**config.mk**
```make
export PLATFORM = sky130hd
export DESIGN_NAME = hazard_ctrl
export DESIGN_NICKNAME = d
export VERILOG_FILES = /design/src/rtl/hazard_ctrl.sv
export SDC_FILE = /design/constraint.sdc
export NUM_CORES = 1
export LEC_CHECK = 0
export CAP_MARGIN = 20
export CELL_PAD_IN_SITES_DETAIL_PLACEMENT = 1
export CELL_PAD_IN_SITES_GLOBAL_PLACEMENT = 2
export CORE_ASPECT_RATIO = 0.8
export CORE_MARGIN = 10
export CORE_UTILIZATION = 31
export DETAILED_ROUTE_END_ITERATION = 8
export GPL_ROUTABILITY_DRIVEN = 0
export HOLD_SLACK_MARGIN = 0.12
export PLACE_DENSITY = 0.86
export SLEW_MARGIN = 20
export SYNTH_ARGS = -nofsm -noshare
export SYNTH_HDL_FRONTEND = slang
export SYNTH_SLANG_ARGS = --single-unit
```
**constraint.sdc**
```tcl
create_clock -name clk -period 6.4 [get_ports clk]
set_clock_uncertainty 0.1 [all_clocks]
set_input_delay 1.6 -clock clk [delete_from_list [all_inputs] [get_ports clk]]
set_output_delay 1.6 -clock clk [all_outputs]
set_load 0.01 [all_outputs]
```
**src/rtl/hazard_ctrl.sv**
```systemverilog
// Hazard-detection and stall controller beside the IF/ID register: a tag scoreboard
// for read-after-write conflicts plus a PC-wait FSM for ret/branch with timeout.
`timescale 1ns/1ps
module hazard_ctrl #(
    parameter int REG_W        = 4,
    parameter int SRC_PORTS    = 3,
    parameter int DEPTH        = 3,
    parameter int DATA_SEG_REG = 14,
    parameter int ZERO_REG_EN  = 1,
    parameter int PC_TIMEOUT   = 15
) (
    input  logic                       clk,
    input  logic                       rst,
    input  logic                       id_valid,
    input  logic [SRC_PORTS*REG_W-1:0] id_src,
    input  logic [SRC_PORTS-1:0]       id_src_en,
    input  logic                       id_data_reg,
    input  logic [REG_W-1:0]           id_dst,
    input  logic                       id_we,
    input  logic                       id_ret,
    input  logic                       id_branch,
    input  logic                       id_call,
    input  logic                       pc_update,
    output logic                       data_hazard,
    output logic                       pc_hazard,
    output logic                       bubble,
    output logic                       timeout_err,
    output logic [15:0]                stall_cnt,
    output logic                       o_dbg_state
);

    localparam int CNT_W = (PC_TIMEOUT > 1) ? $clog2(PC_TIMEOUT) : 1;

    typedef enum logic {
        ST_IDLE    = 1'b0,
        ST_WAIT_PC = 1'b1
    } state_t;

    state_t             r_state;
    state_t             w_state_nxt;
    logic [CNT_W-1:0]   r_pc_cnt;
    logic [CNT_W-1:0]   w_pc_cnt_nxt;
    logic               w_timeout_hit;
    logic               r_timeout_err;
    logic [15:0]        r_stall_cnt;
    logic [DEPTH-1:0]   r_tag_v;
    logic [REG_W-1:0]   r_tag_dst [DEPTH];

    logic [REG_W-1:0]   w_src [SRC_PORTS];
    logic               w_raw;
    logic               w_idle;
    logic               w_issue;
    logic               w_tag_in_v;
    logic               w_unused;

    // Calls resolve their target without a PC wait, so the class bit is not consumed.
    assign w_unused = id_call;

    always_comb begin
        for (int k = 0; k < SRC_PORTS; k++) begin
            w_src[k] = id_src[k*REG_W +: REG_W];
        end
        if (id_data_reg) begin
            w_src[0] = REG_W'(DATA_SEG_REG);
        end
    end

    // Only older in-flight tags are compared, so an instruction never hazards on itself.
    always_comb begin
        w_raw = 1'b0;
        for (int k = 0; k < SRC_PORTS; k++) begin
            for (int i = 0; i < DEPTH; i++) begin
                if (id_src_en[k] && r_tag_v[i] && (w_src[k] == r_tag_dst[i]) &&
                    !((ZERO_REG_EN != 0) && (w_src[k] == '0))) begin
                    w_raw = 1'b1;
                end
            end
        end
    end

    assign w_idle      = (r_state == ST_IDLE);
    assign data_hazard = !rst && id_valid && w_idle && w_raw;
    assign pc_hazard   = !rst && !w_idle;
    assign bubble      = data_hazard || pc_hazard;
    assign w_issue     = !rst && id_valid && w_idle && !w_raw;
    assign w_tag_in_v  = w_issue && id_we && !((ZERO_REG_EN != 0) && (id_dst == '0));

    always_comb begin
        w_state_nxt   = r_state;
        w_pc_cnt_nxt  = r_pc_cnt;
        w_timeout_hit = 1'b0;
        case (r_state)
            ST_IDLE: begin
                if (w_issue && (id_ret || id_branch)) begin
                    w_state_nxt  = ST_WAIT_PC;
                    w_pc_cnt_nxt = '0;
                end
            end
            ST_WAIT_PC: begin
                if (pc_update) begin
                    w_state_nxt = ST_IDLE;
                end else if (r_pc_cnt == CNT_W'(PC_TIMEOUT - 1)) begin
                    w_state_nxt   = ST_IDLE;
                    w_timeout_hit = 1'b1;
                end else begin
                    w_pc_cnt_nxt = r_pc_cnt + 1'b1;
                end
            end
            default: begin
                w_state_nxt = ST_IDLE;
            end
        endcase
    end

    always_ff @(posedge clk) begin
        if (rst) begin
            r_state       <= ST_IDLE;
            r_pc_cnt      <= '0;
            r_timeout_err <= 1'b0;
            r_stall_cnt   <= '0;
        end else begin
            r_state       <= w_state_nxt;
            r_pc_cnt      <= w_pc_cnt_nxt;
            r_timeout_err <= r_timeout_err || w_timeout_hit;
            if (bubble && (r_stall_cnt != 16'hFFFF)) begin
                r_stall_cnt <= r_stall_cnt + 16'd1;
            end
        end
    end

    // Tags shift every cycle, including stalls and PC waits, so producers age out on time.
    always_ff @(posedge clk) begin
        for (int i = DEPTH - 1; i > 0; i--) begin
            r_tag_v[i]   <= rst ? 1'b0 : r_tag_v[i-1];
            r_tag_dst[i] <= r_tag_dst[i-1];
        end
        r_tag_v[0]   <= rst ? 1'b0 : w_tag_in_v;
        r_tag_dst[0] <= id_dst;
    end

    assign timeout_err = r_timeout_err;
    assign stall_cnt   = r_stall_cnt;
    assign o_dbg_state = r_state;

endmodule

```
Yosys cells after proc, flatten, opt, wreduce, memory -nomap -nowiden
Memory sizes are Yosys's and may differ from the RTL's.
Cells that the tools add are included.
Widths: inputs -> output; s select.
{ "totals": {"ram_bits": 12, "ff_bits": 25, "out_inout_bits": 21, "memories": 1, "wordCells": 94} }
{ "classes": {"mux": 21, "eq_ne": 14, "n_addsub": 2, "n_reduce_logical": 50, "bitwise_logic": 1} }
{ "memory_table": {"columns": ["name", "depth", "word_bits", "rd", "rd_ports_with_merged_regs", "write_ports", "line", "rtl"], "rows": [
  ["r_tag_dst", 3, 4, 3, 0, 3, "47", "logic [REG_W-1:0] r_tag_dst [DEPTH];"]
]} }
{ "ops": {"columns": ["op", "n"], "rows": [
  ["$eq 4x4->1", 9],
  ["$logic_and 1x1->1", 36],
  ["$add 16x1->16 const B", 1],
  ["$logic_not 4->1", 4],
  ["$mux 4", 4],
  ["$ne 16x16->1 const B", 1],
  ["$mux 1", 15],
  ["$pmux 4 s2", 1],
  ["$logic_not 1->1", 6],
  ["$add 4x1->4 const B", 1],
  ["$eq 4x4->1 const B", 1],
  ["$ne 2x2->1 const B", 2],
  ["$logic_or 1x1->1", 3],
  ["$reduce_and 3->1", 1],
  ["$ne 2x1->1 const B", 1],
  ["$pmux 1 s2", 1],
  ["$not 1->1", 1]
]} }

Depth between registers and ports, before layout
{ "depth": {"ltp_word": 18, "depth_mapped": 10, "ltp_nobuf": 9} }

Worst setup path before layout
OpenSTA, ideal clock, no wires.
{ "synth_timing": {"path_kind": "input to output", "start": "input port id_src[3]", "end": "output port data_hazard", "path_stages": 8, "t_required_ns": 4.700, "arrival_time_ns": 3.163, "path_slack_ns": 1.537, "path_cell_list": "buf_6 -> xor2_1 -> or4_1 -> o211ai_2 -> a32oi_1 -> a21oi_2 -> nor2_1 -> nor4b_1"} }
{ "synth_between": {"elab_chain_cells": 14} }
{ "synth_rtl": {"columns": ["item", "line", "rtl"], "rows": [
  ["start, declared", "15", "input logic [SRC_PORTS*REG_W-1:0] id_src,"],
  ["$mux 4 (*)", "63", "if (id_data_reg) begin"],
  ["$eq 4x4->1 / $logic_not 4->1 (equally long branches)", "73, 74", null],
  ["$logic_and 1x1->1 / $logic_not 1->1 (equally long branches)", "73, 74", null],
  ["$logic_and 1x1->1", "73", "if (id_src_en[k] && r_tag_v[i] && (w_src[k] == r_tag_dst[i]) &&"],
  ["$mux 1 (2 in a row)", "73", null],
  ["$mux 1 (*) (7 in a row)", "73", null],
  ["$logic_and 1x1->1 (*)", "82", "assign data_hazard = !rst && id_valid && w_idle && w_raw;"],
  ["end, declared", "24", "output logic data_hazard,"]
]} }
Mark *: on every way between the ends. The rest lies on a longest branch, timed or not.

Worst setup path in the final report
{ "layout_timing": {"start": "input port id_data_reg", "end": "output port data_hazard"} }
{ "layout_between": {"elab_chain_cells": 14} }
{ "layout_rtl": {"columns": ["item", "line", "rtl"], "rows": [
  ["start, declared", "17", "input logic id_data_reg,"],
  ["$mux 4 (*)", "63", null],
  ["$eq 4x4->1 / $logic_not 4->1 (equally long branches)", "73, 74", null],
  ["$logic_and 1x1->1 / $logic_not 1->1 (equally long branches)", "73, 74", null],
  ["$logic_and 1x1->1", "73", null],
  ["$mux 1 (2 in a row)", "73", null],
  ["$mux 1 (*) (7 in a row)", "73", null],
  ["$logic_and 1x1->1 (*)", "82", null]
]} }
Marked as above.

==> out/metrics.yaml <==
status: "complete, no violations"
post-route-worst-setup-slack_ns: 0.360
floorplan.die.height_um: 92.8
grt_pass1_vias: 1904
grt.total_usage_pct: 11.4
peak_supply_drop_mv: 0.0883
cellInternalPower_mw: 0.427
synthXorXnorAreaFrac_pct: 14.5
post_synth_most_frequent_cells: "dfxtp_1 (37), nor2_1 (20), xor2_1 (20)"
yosys_most_used_dff: "dfxtp_1"
design.die.area_um2: 10300
largest_family_of_logic_cells_by_synthesized_area: "simple AND/OR/NAND/NOR gates"
hold_viol: 0
timing.setup.tns_ns: 0
num_vias: 1864
synth_simple_gate_area_share_pct: 24.5
floorplan.initialDensity_pct: 32.0
number_of_nets_produced_by_synthesis: 269
routed_wirelength_mm: 5.92
clk-insertion-delay-late_ns: 0.29
placement_rows: 26
die-width_um: 111
clock_sink_count: 37
total_power_draw_mw: 0.555
holdCritPathClass: "reg -> reg"
cts_buffer_depth: 2
yosys-top-cells-area: "dfxtp_1 (36%), xor2_1 (8.5%), xnor2_1 (6.0%), nand3_1 (3.9%), nor2_1 (3.7%)"
setup.worst_path.class: "in -> out"
final.min_clock_period_ns: 6.04
clock-root-buffer: "clkbuf_8"
slowest_delay_ns: 0.62
antenna_found_initial: 0
synth-seq-area-share_pct: 36.1
finalHoldWorstSlack_ns: 0.359
placement.setup.worst_slack_ns: 0.377
tritoncts.num_buffers: 5
cp_cell_sequence: "clkdlybuf4s50_1 > nand2b_1 > xnor2_1 > nor4b_1 > a32oi_1 > a21oi_2 > nor2_1 > nor4b_1 > clkdlybuf4s50_1"
crit_path_max_fanout: 14
cell_type_contributing_the_most_total_cell_area_after_synthesis: "dfxtp_1"
critPathCaptureType: "primary output"
share_of_synthesized_flip_flops_with_an_asynchronous_set_or_reset_pct: 0
synthesized_area_um2: 2050
core-area_um2: 6410
arrival_ns: 4.34
routedWlPerCell_um: 16.0
grt_first_pass_wirelength_mm: 9.82
drc: 0
post-synth-top-count-cell: "dfxtp_1"
place.detailed.hpwl_mm: 4.63
detail-route-antenna-nets: 0
antenna-diode-count: 0
drtIter0Drc: 63
yosys_warnings: 0
total_switching_power_mw: 0.129
syn2layout_area_growth_pct: 33.2
worstSetupStartpointType: "primary input"
clock_tree.htree_level_count: 2
critical_path.slowest_cell: "clkdlybuf4s50_1"
cts_resized: 0
number_of_i_o_port_buffers: 47
fmax_mhz: 166
tightest_slew_ns: 0.525
yosys_register_bits: 37
period_share_pct: 94.4
clkPwrFrac_pct: 44.4
clock_tree_from_tritoncts: "done"
leakage_nw: 1.00
io_pins: 49
clk_pin_slew_ns: 0.08
gr-total-overflow: 0
layout-drive-gt1-share_pct: 6.64
post_drt_via_cell_ratio: 5.04
maxSlewHeadroom_pct: 64.5
postCtsHoldBufs: 0
p_sw_share_pct: 23.2
max_cap_viol_count: 0
detailedRoute.firstPassIterationCount: 4
grt_setup_unrepaired: "no"
final_net_count: 316
synth_compound_gate_area_share_pct: 15.1
syn-mean-instance-area_um2: 8.63
grt_max_degree: 23
post_synth_num_cell_types: 50
finalSetupViolCount: 0
sequentialPowerShare_pct: 44.2
postCtsSetupBuffers: 0
synth.mux.area_fraction_pct: 4.63
synth_top_cell_area_share_pct: 36.1
power_density_nw_per_um2: 203
post_synth_inst_count: 238
pwr-share-comb_pct: 11.3
data_required_time_at_the_worst_endpoint_ns: 4.70
synth-adder-area-share_pct: 1.83
synth_edf_count: 0
finalMaxSlewViolations: 0
-- critical path: cells and delay by family --
family	cells	cell delay (ns)
xor+xnor	1	0.14
simple gates	4	1.02
buf+inv	2	1.22
compound gates	2	0.36
-- power by group through the flow --
stage	clock network (mW)	logic, mW	registers, mW
detailed placement	0	0.0631	0.251
global placement	0	0.0616	0.251
global route	0.263	0.0705	0.247
floorplan	0	0.0354	0.246
CTS	0.254	0.0634	0.246
finish	0.247	0.0629	0.246
-- state kept, by name, summed over array words and instances (netlist names) --
name         cells
r_tag_v          3
o_dbg_state      1
r_pc_cnt         4
stall_cnt       16
timeout_err      1
r_tag_dst       12
-- area by class of cell --
class / instances / area (um2)
clock inverters: 3 / 68.8
multi-input cells: 185 / 1240
repair buffers: 48 / 478
flip-flops and latches: 37 / 741
fillers: 752 / 3670
well taps: 84 / 105
clock buffers: 5 / 68.8
inverters: 8 / 30.0
-- kinds of logic (layout without fill, tap and decap cells) --
group	after synthesis	count (layout)
multiplexers	9	9
buffers and inverters	16	64
XOR/XNOR	34	34
adder cells (fa/ha/maj)	3	3
flip-flops	37	37
AO/OA/AOI/OAI	41	41
AND/OR/NAND/NOR	98	98
-- final timing paths --
check             startpoint               end  slack (ns)  cells after the start
max              id_data_reg       data_hazard        0.36                      9
min          r_tag_dst[0][6]  r_tag_dst[0][10]        0.36                      0
max reg2reg  r_tag_dst[0][3]      stall_cnt[5]        3.53                      9
min reg2reg  r_tag_dst[0][6]  r_tag_dst[0][10]        0.36                      0
-- per-layer routing --
metal	up-vias	part of all wire [%]	GRT usage, %
met4	0	0.49	2.92
met5	-	0	0
met1	889	50	15.4
met2	36	44	17.5
li1	937	-	-
met3	2	4.6	3.16
-- cell usage in the layout (no fill, tap or decap), types with 3 or more instances in the layout --
master / count
ha_1: 3
xnor2_1: 14
mux2_1: 3
nor2_1: 20
and3_1: 6
clkdlybuf4s50_1: 47
nor2b_1: 8
nor3_1: 8
clkbuf_8: 5
a21oi_1: 6
dfxtp_1: 37
inv_1: 8
nand2_1: 17
nor4_1: 4
xor2_1: 20
o21ai_0: 8
mux2i_1: 5
nand2b_1: 7
nand3_1: 16
-- metrics by stage --
stage	utilization [%]	instances	area (um2)
finish	42.7	370	2730
global route	42.7	370	2730
CTS	42.7	370	2730
floorplan	-	238	2050
global placement	40.5	362	2600
detailed placement	40.5	362	2600
(Power assumes the default switching activity.)
